## config.mk

```make
export PLATFORM = sky130hd
export DESIGN_NAME = dot_led_scan_ctrl_flat
export DESIGN_NICKNAME = d
export VERILOG_FILES = /design/src/rtl/dot_led_scan_ctrl_if.sv /design/src/rtl/dot_led_scan_ctrl.sv /design/src/flat_wrapper.sv
export SDC_FILE = /design/constraint.sdc
export NUM_CORES = 1
export LEC_CHECK = 0
export ABC_AREA = 0
export CORE_MARGIN = 5
export CORE_UTILIZATION = 35
export DETAILED_ROUTE_END_ITERATION = 8
export PLACE_DENSITY_LB_ADDON = 0.15
export REMOVE_ABC_BUFFERS = 1
export SETUP_SLACK_MARGIN = 0.15
export SLEW_MARGIN = 25
export SYNTH_ARGS = -nofsm -noshare
export SYNTH_HDL_FRONTEND = slang
export SYNTH_SLANG_ARGS = --single-unit
export TNS_END_PERCENT = 10
```

## constraint.sdc

```tcl
create_clock -name ACLK -period 4.64 [get_ports ACLK]
set_input_delay 1.16 -clock ACLK [delete_from_list [all_inputs] [get_ports ACLK]]
set_output_delay 1.16 -clock ACLK [all_outputs]
set_load 0.1 [all_outputs]
```

## src/rtl/dot_led_scan_ctrl_if.sv

```systemverilog
// Bus bundle between the dot-LED scan sequencer, its frame-buffer read port and the panel pins.
// Optional DOT_LED_DIM_EN adds the dim_shift brightness input.
interface dot_led_scan_ctrl_if #(
  parameter int ROWS = 8,
  parameter int COLS = 32
);
  localparam int ADDR_W = $clog2(ROWS * COLS);
  localparam int ROW_W  = $clog2(ROWS);

  logic              ctrl_enable;
  logic              fb_rd_en;
  logic [ADDR_W-1:0] fb_rd_addr;
  logic [23:0]       fb_rd_data;
  logic              led_r;
  logic              led_g;
  logic              led_b;
  logic              led_sclk;
  logic              led_lat;
  logic              led_oe_n;
  logic [ROW_W-1:0]  led_row;
  logic              busy;
  logic              frame_done;
`ifdef DOT_LED_DIM_EN
  logic [1:0]        dim_shift;
`endif

  // The sequencer drives the frame-buffer read port and the panel.
  modport master (
    input  ctrl_enable,
    input  fb_rd_data,
`ifdef DOT_LED_DIM_EN
    input  dim_shift,
`endif
    output fb_rd_en,
    output fb_rd_addr,
    output led_r,
    output led_g,
    output led_b,
    output led_sclk,
    output led_lat,
    output led_oe_n,
    output led_row,
    output busy,
    output frame_done
  );

  modport slave (
    output ctrl_enable,
    output fb_rd_data,
`ifdef DOT_LED_DIM_EN
    output dim_shift,
`endif
    input  fb_rd_en,
    input  fb_rd_addr,
    input  led_r,
    input  led_g,
    input  led_b,
    input  led_sclk,
    input  led_lat,
    input  led_oe_n,
    input  led_row,
    input  busy,
    input  frame_done
  );
endinterface

```

## src/rtl/dot_led_scan_ctrl.sv

```systemverilog
// Row-scanning bit-plane sequencer for an RGB dot-LED matrix with binary-coded OE modulation.
// Define DOT_LED_DIM_EN to shorten the lit part of each DISPLAY period by dim_shift.
module dot_led_scan_ctrl #(
  parameter int ROWS       = 8,
  parameter int COLS       = 32,
  parameter int COLOR_BITS = 8,
  parameter int BASE_TICKS = 16,
  parameter int CLK_DIV    = 2
) (
  input  logic                  ACLK,
  input  logic                  ARESET,
  dot_led_scan_ctrl_if.master   bus
);
  localparam int ADDR_W   = $clog2(ROWS * COLS);
  localparam int ROW_W    = $clog2(ROWS);
  localparam int COL_W    = (COLS > 1) ? $clog2(COLS) : 1;
  localparam int PL_W     = (COLOR_BITS > 1) ? $clog2(COLOR_BITS) : 1;
  localparam int DIV_W    = $clog2(CLK_DIV) + 1;
  localparam int DISP_MAX = BASE_TICKS << (COLOR_BITS - 1);
  localparam int DISP_W   = $clog2(DISP_MAX) + 1;

  typedef enum logic [2:0] {
    S_IDLE, S_FETCH, S_WAIT, S_SHIFT_LO, S_SHIFT_HI, S_LATCH, S_DISPLAY, S_NEXT
  } state_e;

  state_e            state_q, state_d;
  logic [ROW_W-1:0]  row_q, row_d;
  logic [COL_W-1:0]  col_q, col_d;
  logic [PL_W-1:0]   plane_q, plane_d;
  logic [DIV_W-1:0]  div_q, div_d;
  logic [DISP_W-1:0] disp_q, disp_d;
  logic [2:0]        rgb_q, rgb_d;
  logic [1:0]        dim_q, dim_d;

  logic [2:0]        bit_idx;
  logic [7:0]        r_ch, g_ch, b_ch;
  logic [DISP_W-1:0] disp_len, on_len;
  logic              last_div;

  // Plane 0 is the least significant of the COLOR_BITS planes kept from each 8-bit channel.
  assign bit_idx  = 3'(8 - COLOR_BITS) + 3'(plane_q);
  assign r_ch     = bus.fb_rd_data[23:16];
  assign g_ch     = bus.fb_rd_data[15:8];
  assign b_ch     = bus.fb_rd_data[7:0];
  assign disp_len = DISP_W'(BASE_TICKS) << plane_q;
  assign on_len   = disp_len >> dim_q;
  assign last_div = (div_q == DIV_W'(CLK_DIV - 1));

  // NOTE: every signal written here gets a default first, so no latch is inferred.
  always_comb begin
    state_d = state_q;
    row_d   = row_q;
    col_d   = col_q;
    plane_d = plane_q;
    div_d   = div_q;
    disp_d  = disp_q;
    rgb_d   = rgb_q;
    dim_d   = dim_q;
    unique case (state_q)
      S_IDLE: begin
        if (bus.ctrl_enable) begin
          row_d   = '0;
          col_d   = '0;
          plane_d = '0;
          state_d = S_FETCH;
        end
      end
      S_FETCH: state_d = S_WAIT;
      S_WAIT: begin
        rgb_d   = {r_ch[bit_idx], g_ch[bit_idx], b_ch[bit_idx]};
        div_d   = '0;
        state_d = S_SHIFT_LO;
      end
      S_SHIFT_LO: begin
        if (last_div) begin
          div_d   = '0;
          state_d = S_SHIFT_HI;
        end else begin
          div_d = div_q + DIV_W'(1);
        end
      end
      S_SHIFT_HI: begin
        if (last_div) begin
          div_d = '0;
          if (col_q == COL_W'(COLS - 1)) begin
            col_d   = '0;
            state_d = S_LATCH;
          end else begin
            col_d   = col_q + COL_W'(1);
            state_d = S_FETCH;
          end
        end else begin
          div_d = div_q + DIV_W'(1);
        end
      end
      S_LATCH: begin
        disp_d  = '0;
`ifdef DOT_LED_DIM_EN
        dim_d   = bus.dim_shift;
`else
        dim_d   = 2'd0;
`endif
        state_d = S_DISPLAY;
      end
      S_DISPLAY: begin
        if (disp_q == disp_len - DISP_W'(1)) begin
          disp_d = '0;
          if (plane_q == PL_W'(COLOR_BITS - 1)) begin
            state_d = S_NEXT;
          end else begin
            plane_d = plane_q + PL_W'(1);
            state_d = S_FETCH;
          end
        end else begin
          disp_d = disp_q + DISP_W'(1);
        end
      end
      S_NEXT: begin
        row_d   = row_q + ROW_W'(1);
        plane_d = '0;
        // Enable is only re-sampled at the frame wrap so a frame is never cut short.
        if (row_q == ROW_W'(ROWS - 1)) begin
          state_d = bus.ctrl_enable ? S_FETCH : S_IDLE;
        end else begin
          state_d = S_FETCH;
        end
      end
      default: state_d = S_IDLE;
    endcase
  end

  // NOTE: clocked state uses non-blocking (<=) so every register samples pre-edge values.
  always_ff @(posedge ACLK or posedge ARESET) begin
    if (ARESET) begin
      state_q <= S_IDLE;
      row_q   <= '0;
      col_q   <= '0;
      plane_q <= '0;
      div_q   <= '0;
      disp_q  <= '0;
      rgb_q   <= '0;
      dim_q   <= '0;
    end else begin
      state_q <= state_d;
      row_q   <= row_d;
      col_q   <= col_d;
      plane_q <= plane_d;
      div_q   <= div_d;
      disp_q  <= disp_d;
      rgb_q   <= rgb_d;
      dim_q   <= dim_d;
    end
  end

  // Panel strobes decode straight from the state register, so reset clears them immediately.
  assign bus.fb_rd_en   = (state_q == S_FETCH);
  assign bus.fb_rd_addr = ADDR_W'(row_q) * ADDR_W'(COLS) + ADDR_W'(col_q);
  assign bus.led_r      = rgb_q[2];
  assign bus.led_g      = rgb_q[1];
  assign bus.led_b      = rgb_q[0];
  assign bus.led_sclk   = (state_q == S_SHIFT_HI);
  assign bus.led_lat    = (state_q == S_LATCH);
  assign bus.led_oe_n   = !((state_q == S_DISPLAY) && (disp_q < on_len));
  assign bus.led_row    = row_q;
  assign bus.busy       = (state_q != S_IDLE);
  assign bus.frame_done = (state_q == S_NEXT) && (row_q == ROW_W'(ROWS - 1));
endmodule

```

## src/flat_wrapper.sv

```systemverilog
// flat-port wrapper written by rule: the top's interface ports become plain ports
module dot_led_scan_ctrl_flat 
#(
  parameter int ROWS       = 8,
  parameter int COLS       = 32,
  parameter int COLOR_BITS = 8,
  parameter int BASE_TICKS = 16,
  parameter int CLK_DIV    = 2
)
  (ACLK, ARESET, bus_ctrl_enable, bus_fb_rd_data, bus_fb_rd_en, bus_fb_rd_addr, bus_led_r, bus_led_g, bus_led_b, bus_led_sclk, bus_led_lat, bus_led_oe_n, bus_led_row, bus_busy, bus_frame_done);
  dot_led_scan_ctrl_if #(.ROWS(ROWS), .COLS(COLS)) bus_i ();
  input  logic ACLK;
  input  logic ARESET;
  input wire logic [$bits(bus_i.ctrl_enable)-1:0] bus_ctrl_enable;
  input wire logic [$bits(bus_i.fb_rd_data)-1:0] bus_fb_rd_data;
  output wire logic [$bits(bus_i.fb_rd_en)-1:0] bus_fb_rd_en;
  output wire logic [$bits(bus_i.fb_rd_addr)-1:0] bus_fb_rd_addr;
  output wire logic [$bits(bus_i.led_r)-1:0] bus_led_r;
  output wire logic [$bits(bus_i.led_g)-1:0] bus_led_g;
  output wire logic [$bits(bus_i.led_b)-1:0] bus_led_b;
  output wire logic [$bits(bus_i.led_sclk)-1:0] bus_led_sclk;
  output wire logic [$bits(bus_i.led_lat)-1:0] bus_led_lat;
  output wire logic [$bits(bus_i.led_oe_n)-1:0] bus_led_oe_n;
  output wire logic [$bits(bus_i.led_row)-1:0] bus_led_row;
  output wire logic [$bits(bus_i.busy)-1:0] bus_busy;
  output wire logic [$bits(bus_i.frame_done)-1:0] bus_frame_done;
  assign bus_i.ctrl_enable = bus_ctrl_enable;
  assign bus_i.fb_rd_data = bus_fb_rd_data;
  assign bus_fb_rd_en = bus_i.fb_rd_en;
  assign bus_fb_rd_addr = bus_i.fb_rd_addr;
  assign bus_led_r = bus_i.led_r;
  assign bus_led_g = bus_i.led_g;
  assign bus_led_b = bus_i.led_b;
  assign bus_led_sclk = bus_i.led_sclk;
  assign bus_led_lat = bus_i.led_lat;
  assign bus_led_oe_n = bus_i.led_oe_n;
  assign bus_led_row = bus_i.led_row;
  assign bus_busy = bus_i.busy;
  assign bus_frame_done = bus_i.frame_done;
  dot_led_scan_ctrl #(.ROWS(ROWS), .COLS(COLS), .COLOR_BITS(COLOR_BITS), .BASE_TICKS(BASE_TICKS), .CLK_DIV(CLK_DIV)) u_core (.ACLK(ACLK), .ARESET(ARESET), .bus(bus_i));
endmodule
```

# Yosys cells after proc, flatten, opt, wreduce, memory -nomap -nowiden
# Index checks and enable logic that the tools add are counted.
# classes
n_addsub,7
order_cmp,2
eq_ne,17
shift,1
mux,28
reduce_logical,15
# op_table
op,n
two-way mux 3 bit,10
one-hot mux 12 bit (2 select lines),1
one-hot mux 3 bit (8 select lines),1
== test 3 bit (second input constant),6
two-way mux 5 bit,3
adder 12 x 1 -> 12 bit (second input constant),1
== test 12 bit,1
less-than comparator 12 bit,1
two-way mux 12 bit,1
left shift 5 x 3 -> 12 bit (first input constant),1
subtractor 12 x 1 -> 12 bit (second input constant),1
one-hot mux 5 bit (2 select lines),1
binary-select mux 1 bit (select 3 bit),3
one-hot mux 3 bit (3 select lines),1
adder 8 x 5 -> 8 bit,1
AND reduction 4 bit,2
nonzero test 2 bit,4
adder 3 x 1 -> 3 bit (second input constant),2
== test 3 x 2 -> 1 bit (second input constant),2
inequality test 2 x 1 -> 1 bit (second input constant),3
one-hot mux 3 bit (2 select lines),1
nonzero test 3 bit,2
adder 5 x 1 -> 5 bit (second input constant),1
== test 5 bit (second input constant),1
other kinds (14),19
# totals
register_bits,31
inputBits,27
out_inout_bits,20
wordCells,77

# Logic depth before layout (Yosys ltp)
# Gate-level depths: netlist of the first run.
# logic_depth
ltp_word,5
mapped_depth,13

# Worst setup path after synthesis of the first run
# Ideal clock, no wire load.
# synth_path
kind,register to output
from,register u_core.state_q[2]
to,output port bus_fb_rd_en
arrival_ns,2.929
required_ns,3.480
path_slack_ns,0.551
path_stages_with_launch,4
n_path_buf,2
cell_sequence,dfrtp_1 > buf_2 > clkbuf_1 > nor3b_1
# synth_via
elab_chain_cells,1
# synth_lines
element,line_no,text
"start, declared",dot_led_scan_ctrl.sv:26,"state_e state_q, state_d;"
"start signal, assigned",dot_led_scan_ctrl.sv:144,state_q <= state_d;
== test 3 x 1 -> 1 bit,dot_led_scan_ctrl.sv:156,assign bus.fb_rd_en = (state_q == S_FETCH);
"end, declared",flat_wrapper.sv:16,output wire logic [$bits(bus_i.fb_rd_en)-1:0] bus_fb_rd_en;
# Every way passes these cells.

# Worst setup path in the final report of the first run
# layout_path
from,register u_core.plane_q[0]
to,output port bus_led_oe_n
# layout_via
elab_chain_cells,4
# layout_lines
element,line_no,text
"start, declared",dot_led_scan_ctrl.sv:29,"logic [PL_W-1:0] plane_q, plane_d;"
"start signal, assigned",dot_led_scan_ctrl.sv:147,plane_q <= plane_d;
left shift 5 x 3 -> 12 bit,dot_led_scan_ctrl.sv:45,assign disp_len = DISP_W'(BASE_TICKS) << plane_q;
less-than comparator 12 bit,dot_led_scan_ctrl.sv:163,assign bus.led_oe_n = !((state_q == S_DISPLAY) && (disp_q < on_len));
logical AND 1 bit,dot_led_scan_ctrl.sv:163,
logical NOT 1 bit,dot_led_scan_ctrl.sv:163,
"end, declared",flat_wrapper.sv:23,output wire logic [$bits(bus_i.led_oe_n)-1:0] bus_led_oe_n;
# Every way passes these cells.

==> metrics.txt, run 1 <==
status complete, no violations; final setup TNS 0 ps; leading area contributor after synthesis dfrtp_1; top post-synthesis cells by area dfrtp_1, ha_1, nand2_1; I/O pin count 47; Worst Tran Pin Value 998 ps; DPL Wire Length 4.36 mm; Post-CTS Setup Inserts 0; vias in the first global route 2,078; Vias 2,196; DRC 0; max frequency 0.251 GHz; Startpoint Class flop; Final Wtd Congestion 0.779; PwrDens 183 nW/um^2; RSZ-0062 raised after global routing false; Root Buffer clkbuf_8; met3 Resource Use GR 0.0290; global route hottest layer met2; antenna viol nets, final 0; Worst VDD drop 0.0000970 V; Crit path arrival time 2830 ps; Hold Buf Count CTS 0; flops & latches, synth 31; worst slack, placed 960 ps; maximum root-to-sink buffer count 2; GRT met1 Usage 0.192; overall routing resource usage 0.141; skew final 5.43 ps; fin area 3020 sq um; CP endpoint kind output pin; drt wl/cell 14.3 um; TritonCTS buffer count 5; max-cap violations 0; Gate Count Post-Synth 285; register area share after synthesis 0.320; top-count cell post-synth nand2_1; # nets final 371; FFs w/ async S/R, synth 1.00; P_leak 1.29 nW; buffers added on ports 46; Fillers 687; Initial Util 0.359; Core Region 6760 sq um; clock latency on the worst-skew pair 280 ps; WP data required 3480 ps; gr ovfl total 0; EDFF count, synth 0; Main synth FF type dfrtp_1; 1st-iter DRT viols 110; Antenna diodes 0; H-tree depth 2; WS Path Type flop to output pin; antenna violations before repair 0; Die Ht 93.2 um; vias per inst 5.42; largest net degree at the start of global routing 32; Yosys warning count 0; post-route worst setup slack 654 ps; Hold Vio Cnt, Final 0; CTS-repair resized insts 0; Yosys top cell area share 0.320; Routed WL 5.80 mm; Die Width 93.2 um; WHS 495 ps; Synth top cells by count nand2_1, dfrtp_1, nor2_1; Final Max Tran Viols 0; Critical Path Fanout Max 11; max_slew headroom 0.332; post-synthesis instance area 2420 sq um; fin crit share 0.859; Yosys cell types 48; area grow syn2layout 24.5%; wire length of the first global-routing pass 9.75 mm; Mean Syn Cell Area 8.50 sq um; Die Area 8680 sq um; CTS tree yes; total power 0.553 mW; share of cells above drive strength 1 0.0892; Min Clock Period, post-route 3990 ps; FF+latch area 776 sq um; FP Rows 30; M2 GR Usage 0.216; clock slew seen by the registers of the worst setup and hold paths 60 ps; area of the multi-input gates 1530 sq um; HP Class flop to flop; Setup violations, final 0; dpl cell area 2920 sq um; 1st-pass router iterations 4; clock sinks 31
[final timing paths]
path / cells past startpoint / end / slack [ps] / from
min in group asynchronous: 3 / u_core.rgb_q[2] / 1280 / ARESET
setup reg to reg: 10 / u_core.state_q[2] / 1260 / u_core.plane_q[0]
hold reg to reg: 1 / u_core.div_q[1] / 500 / u_core.div_q[0]
setup / recovery: 11 / bus_led_oe_n / 650 / u_core.plane_q[0]
hold / removal: 1 / u_core.div_q[1] / 500 / u_core.div_q[0]
max in group asynchronous: 3 / u_core.disp_q[2] / 3060 / ARESET
[critical path: stages (launching register included)]
cell	delay (ps)
dfrtp_1	670
inv_1	150
ha_1	320
nand2_1	120
ha_1	250
o21a_1	180
o21a_1	160
o21ai_0	140
a21oi_1	80
o211ai_1	160
nand2_1	80
buf_4	240
[per-layer routing]
| metal | part of all wire | vias up |
|---|---|---|
| li1 | - | 1092 |
| met1 | 0.48 | 1038 |
| met2 | 0.45 | 58 |
| met3 | 0.051 | 8 |
| met4 | 0.017 | 0 |
| met5 | 0 | - |
[per-stage QoR]
| step | utilization | cells |
|---|---|---|
| after floorplan | - | 269 |
| after global placement | 0.431 | 397 |
| after detailed placement | 0.431 | 397 |
| after CTS | 0.446 | 405 |
| after global routing | 0.446 | 405 |
| final | 0.446 | 405 |
[state kept, by name (all words and copies together) (netlist names)]
signal / count
u_core.bus.led_row: 3
u_core.col_q: 5
u_core.disp_q: 12
u_core.div_q: 2
u_core.plane_q: 3
u_core.rgb_q: 3
u_core.state_q: 3
[final cells by class]
class,count,area share
sequential,31,0.257
tap,80,0.0332
inverter,10,0.0124
clock buffer,8,0.0332
multi-input combinational,228,0.508
timing repair buffer,48,0.156
[power breakdown]
group	leakage, nW	switching, mW	internal [mW]
registers	0.406	0.000703	0.272
logic	0.836	0.0209	0.0264
clock network	0.0515	0.0981	0.135
[cell usage in the layout, fill, tap and decap left out, types with 3 or more instances in the layout]
| cell type | netlist | final |
|---|---|---|
| clkdlybuf4s50_1 | 0 | 44 |
| o211ai_1 | 4 | 4 |
| inv_1 | 10 | 10 |
| mux2i_1 | 3 | 3 |
| buf_4 | 3 | 4 |
| mux4_2 | 6 | 6 |
| o21ai_0 | 20 | 20 |
| o22ai_1 | 7 | 7 |
| nor2b_1 | 5 | 5 |
| ha_1 | 20 | 20 |
| a21oi_1 | 7 | 7 |
| nor3_1 | 9 | 9 |
| clkbuf_8 | 0 | 7 |
| xor2_1 | 6 | 6 |
| and3_1 | 6 | 6 |
| nor2_1 | 23 | 23 |
| nand2b_1 | 4 | 4 |
| nand2_1 | 49 | 49 |
| xnor2_1 | 4 | 4 |
| nand3_1 | 10 | 10 |
| dfrtp_1 | 31 | 31 |
| or2_2 | 3 | 3 |
| or3_1 | 3 | 3 |
| a31oi_1 | 4 | 4 |
[cells by family (layout without fill, tap and decap cells)]
| kind of cell | after synthesis | after routing | synth area share |
|---|---|---|---|
| muxes | 13 | 13 | 0.0899 |
| AOI/OAI and AO/OA | 58 | 58 | 0.153 |
| and+or+nand+nor | 127 | 127 | 0.249 |
| buffers and inverters | 26 | 66 | 0.0475 |
| adders and majority gates | 20 | 20 | 0.103 |
| xor gates and xnor gates | 10 | 10 | 0.0362 |
| DFF | 31 | 31 | 0.320 |
No activity file was read; power rests on OpenSTA's default activity.
==> inputs of run 2 (changes only) <==
--- a/config.mk
+++ b/config.mk
@@ -7,7 +7,7 @@
 export LEC_CHECK = 0
 export ABC_AREA = 0
 export CORE_MARGIN = 5
-export CORE_UTILIZATION = 35
+export CORE_UTILIZATION = 56
 export DETAILED_ROUTE_END_ITERATION = 8
 export PLACE_DENSITY_LB_ADDON = 0.15
 export REMOVE_ABC_BUFFERS = 1
==> run 2 against run 1 <==
Utilization increased by 25 points. Sequential power about the same. Clock skew is essentially flat. Via count is 0.50% higher. Die area is 34% lower. Register-to-register slack improved by 30 ps.
==> metrics.txt, run 2 (synthesis results as in run 1) <==
Setup violations, final 0; most common cell after layout, fill and taps aside nand2_1; clock slew seen by the registers of the worst setup and hold paths 70 ps; Post-CTS Setup Inserts 0; clock latency on the worst-skew pair 280 ps; area of the multi-input gates 1530 sq um; Die Area 5740 sq um; DRC 0; area grow syn2layout 23.5%; RSZ-0062 raised after global routing false; TritonCTS buffer count 5; # nets final 370; FP Rows 24; antenna violations before repair 0; WP data required 3480 ps; DPL Wire Length 4.24 mm; Core Region 4260 sq um; CTS tree yes; PwrDens 200 nW/um^2; FF+latch area 776 sq um; P_leak 1.30 nW; fin crit share 0.844; max-cap violations 0; Largest regs u_core.disp_q x12, u_core.col_q x5; max reg flops 12; largest net degree at the start of global routing 32; Die Ht 75.8 um; Root Buffer clkbuf_8; vias per inst 5.87; vias in the first global route 2,026; CTS-repair resized insts 0; Crit path arrival time 2760 ps; drt wl/cell 14.7 um; status complete, no violations; clock sinks 31; max_slew headroom 0.336; Die Width 75.8 um; H-tree depth 2; Routed WL 5.54 mm; antenna viol nets, final 0; Critical Path Fanout Max 11; Worst Tran Pin Value 992 ps; worst slack, placed 985 ps; 1st-pass router iterations 4; Worst VDD drop 0.000139 V; CP endpoint kind output pin; max frequency 0.255 GHz; Min Clock Period, post-route 3920 ps; HP Class flop to flop; Hold Buf Count CTS 0; share of cells above drive strength 1 0.0895; maximum root-to-sink buffer count 2; Antenna diodes 0; Startpoint Class flop; overall routing resource usage 0.211; gr ovfl total 0; skew final 5.51 ps; buffers added on ports 46; fin area 2990 sq um; Final Max Tran Viols 0; total power 0.597 mW; post-route worst setup slack 723 ps; WS Path Type flop to output pin; dpl cell area 2870 sq um; I/O pin count 47; Fillers 348; commonest cells after routing, fill and taps aside nand2_1, clkdlybuf4s50_1, dfrtp_1; 1st-iter DRT viols 159; Initial Util 0.568; Final Wtd Congestion 0.838; Vias 2,207; Most flops, register u_core.disp_q; final setup TNS 0 ps; Hold Vio Cnt, Final 0; wire length of the first global-routing pass 9.27 mm
run 2: cell types whose count changed in the layout (fill, tap and decap cells not counted):
| cell | previous run | this run |
|---|---|---|
| buf_4 | 4 | 3 |
| bufinv_16 | 0 | 1 |
| clkbuf_1 | 1 | 0 |
| clkbuf_8 | 7 | 6 |
| clkinv_2 | 0 | 1 |
run 2: worst max-delay path, cell delays in order (launching register included):
cell and delay [ps]:
dfrtp_1 650, inv_1 130, ha_1 310, nand2_1 120
ha_1 250, o21a_1 170, o21a_1 160, o21ai_0 140
a21oi_1 90, o211ai_1 160, nand2_1 70, buf_4 230
run 2: cell type report:
| type | instances | share of cell area |
|---|---|---|
| Multi-Input combinational cell | 228 | 0.512 |
| Sequential cell | 31 | 0.259 |
| Timing Repair Buffer | 47 | 0.155 |
| Clock buffer | 6 | 0.0276 |
| Tap cell | 52 | 0.0218 |
| Inverter | 10 | 0.0126 |
| Clock inverter | 2 | 0.0117 |
run 2: metal layers:
metal | vias to the layer above | part of all wire | GRT usage
met5 | - | 0 | 0
met4 | 0 | 0.013 | 0.0621
met3 | 6 | 0.068 | 0.0475
met2 | 65 | 0.46 | 0.325
met1 | 1045 | 0.46 | 0.296
li1 | 1091 | - | -
run 2: worst paths after layout:
| check | startpoint | slack, ps | cells after the start | end |
|---|---|---|---|---|
| setup / recovery | u_core.plane_q[0] | 720 | 11 | bus_led_oe_n |
| hold / removal | u_core.div_q[0] | 490 | 1 | u_core.div_q[1] |
| setup reg to reg | u_core.plane_q[0] | 1290 | 10 | u_core.plane_q[0] |
| hold reg to reg | u_core.div_q[0] | 490 | 1 | u_core.div_q[1] |
| max in group asynchronous | ARESET | 3080 | 3 | u_core.bus.led_row[1] |
| min in group asynchronous | ARESET | 1260 | 3 | u_core.col_q[1] |
run 2: power by group:
| part | switching, mW | internal [mW] | leakage (nW) |
|---|---|---|---|
| Sequential | 0.000699 | 0.271 | 0.406 |
| Clock | 0.104 | 0.174 | 0.0612 |
| Combinational | 0.0210 | 0.0264 | 0.831 |
| Total | 0.125 | 0.472 | 1.30 |
run 2: per-stage QoR:
step	instances	utilization	hold WS [ps]
after floorplan	269	-	446
after global placement	368	0.674	479
after detailed placement	368	0.674	480
after CTS	376	0.701	488
after global routing	376	0.701	525
final	376	0.701	493
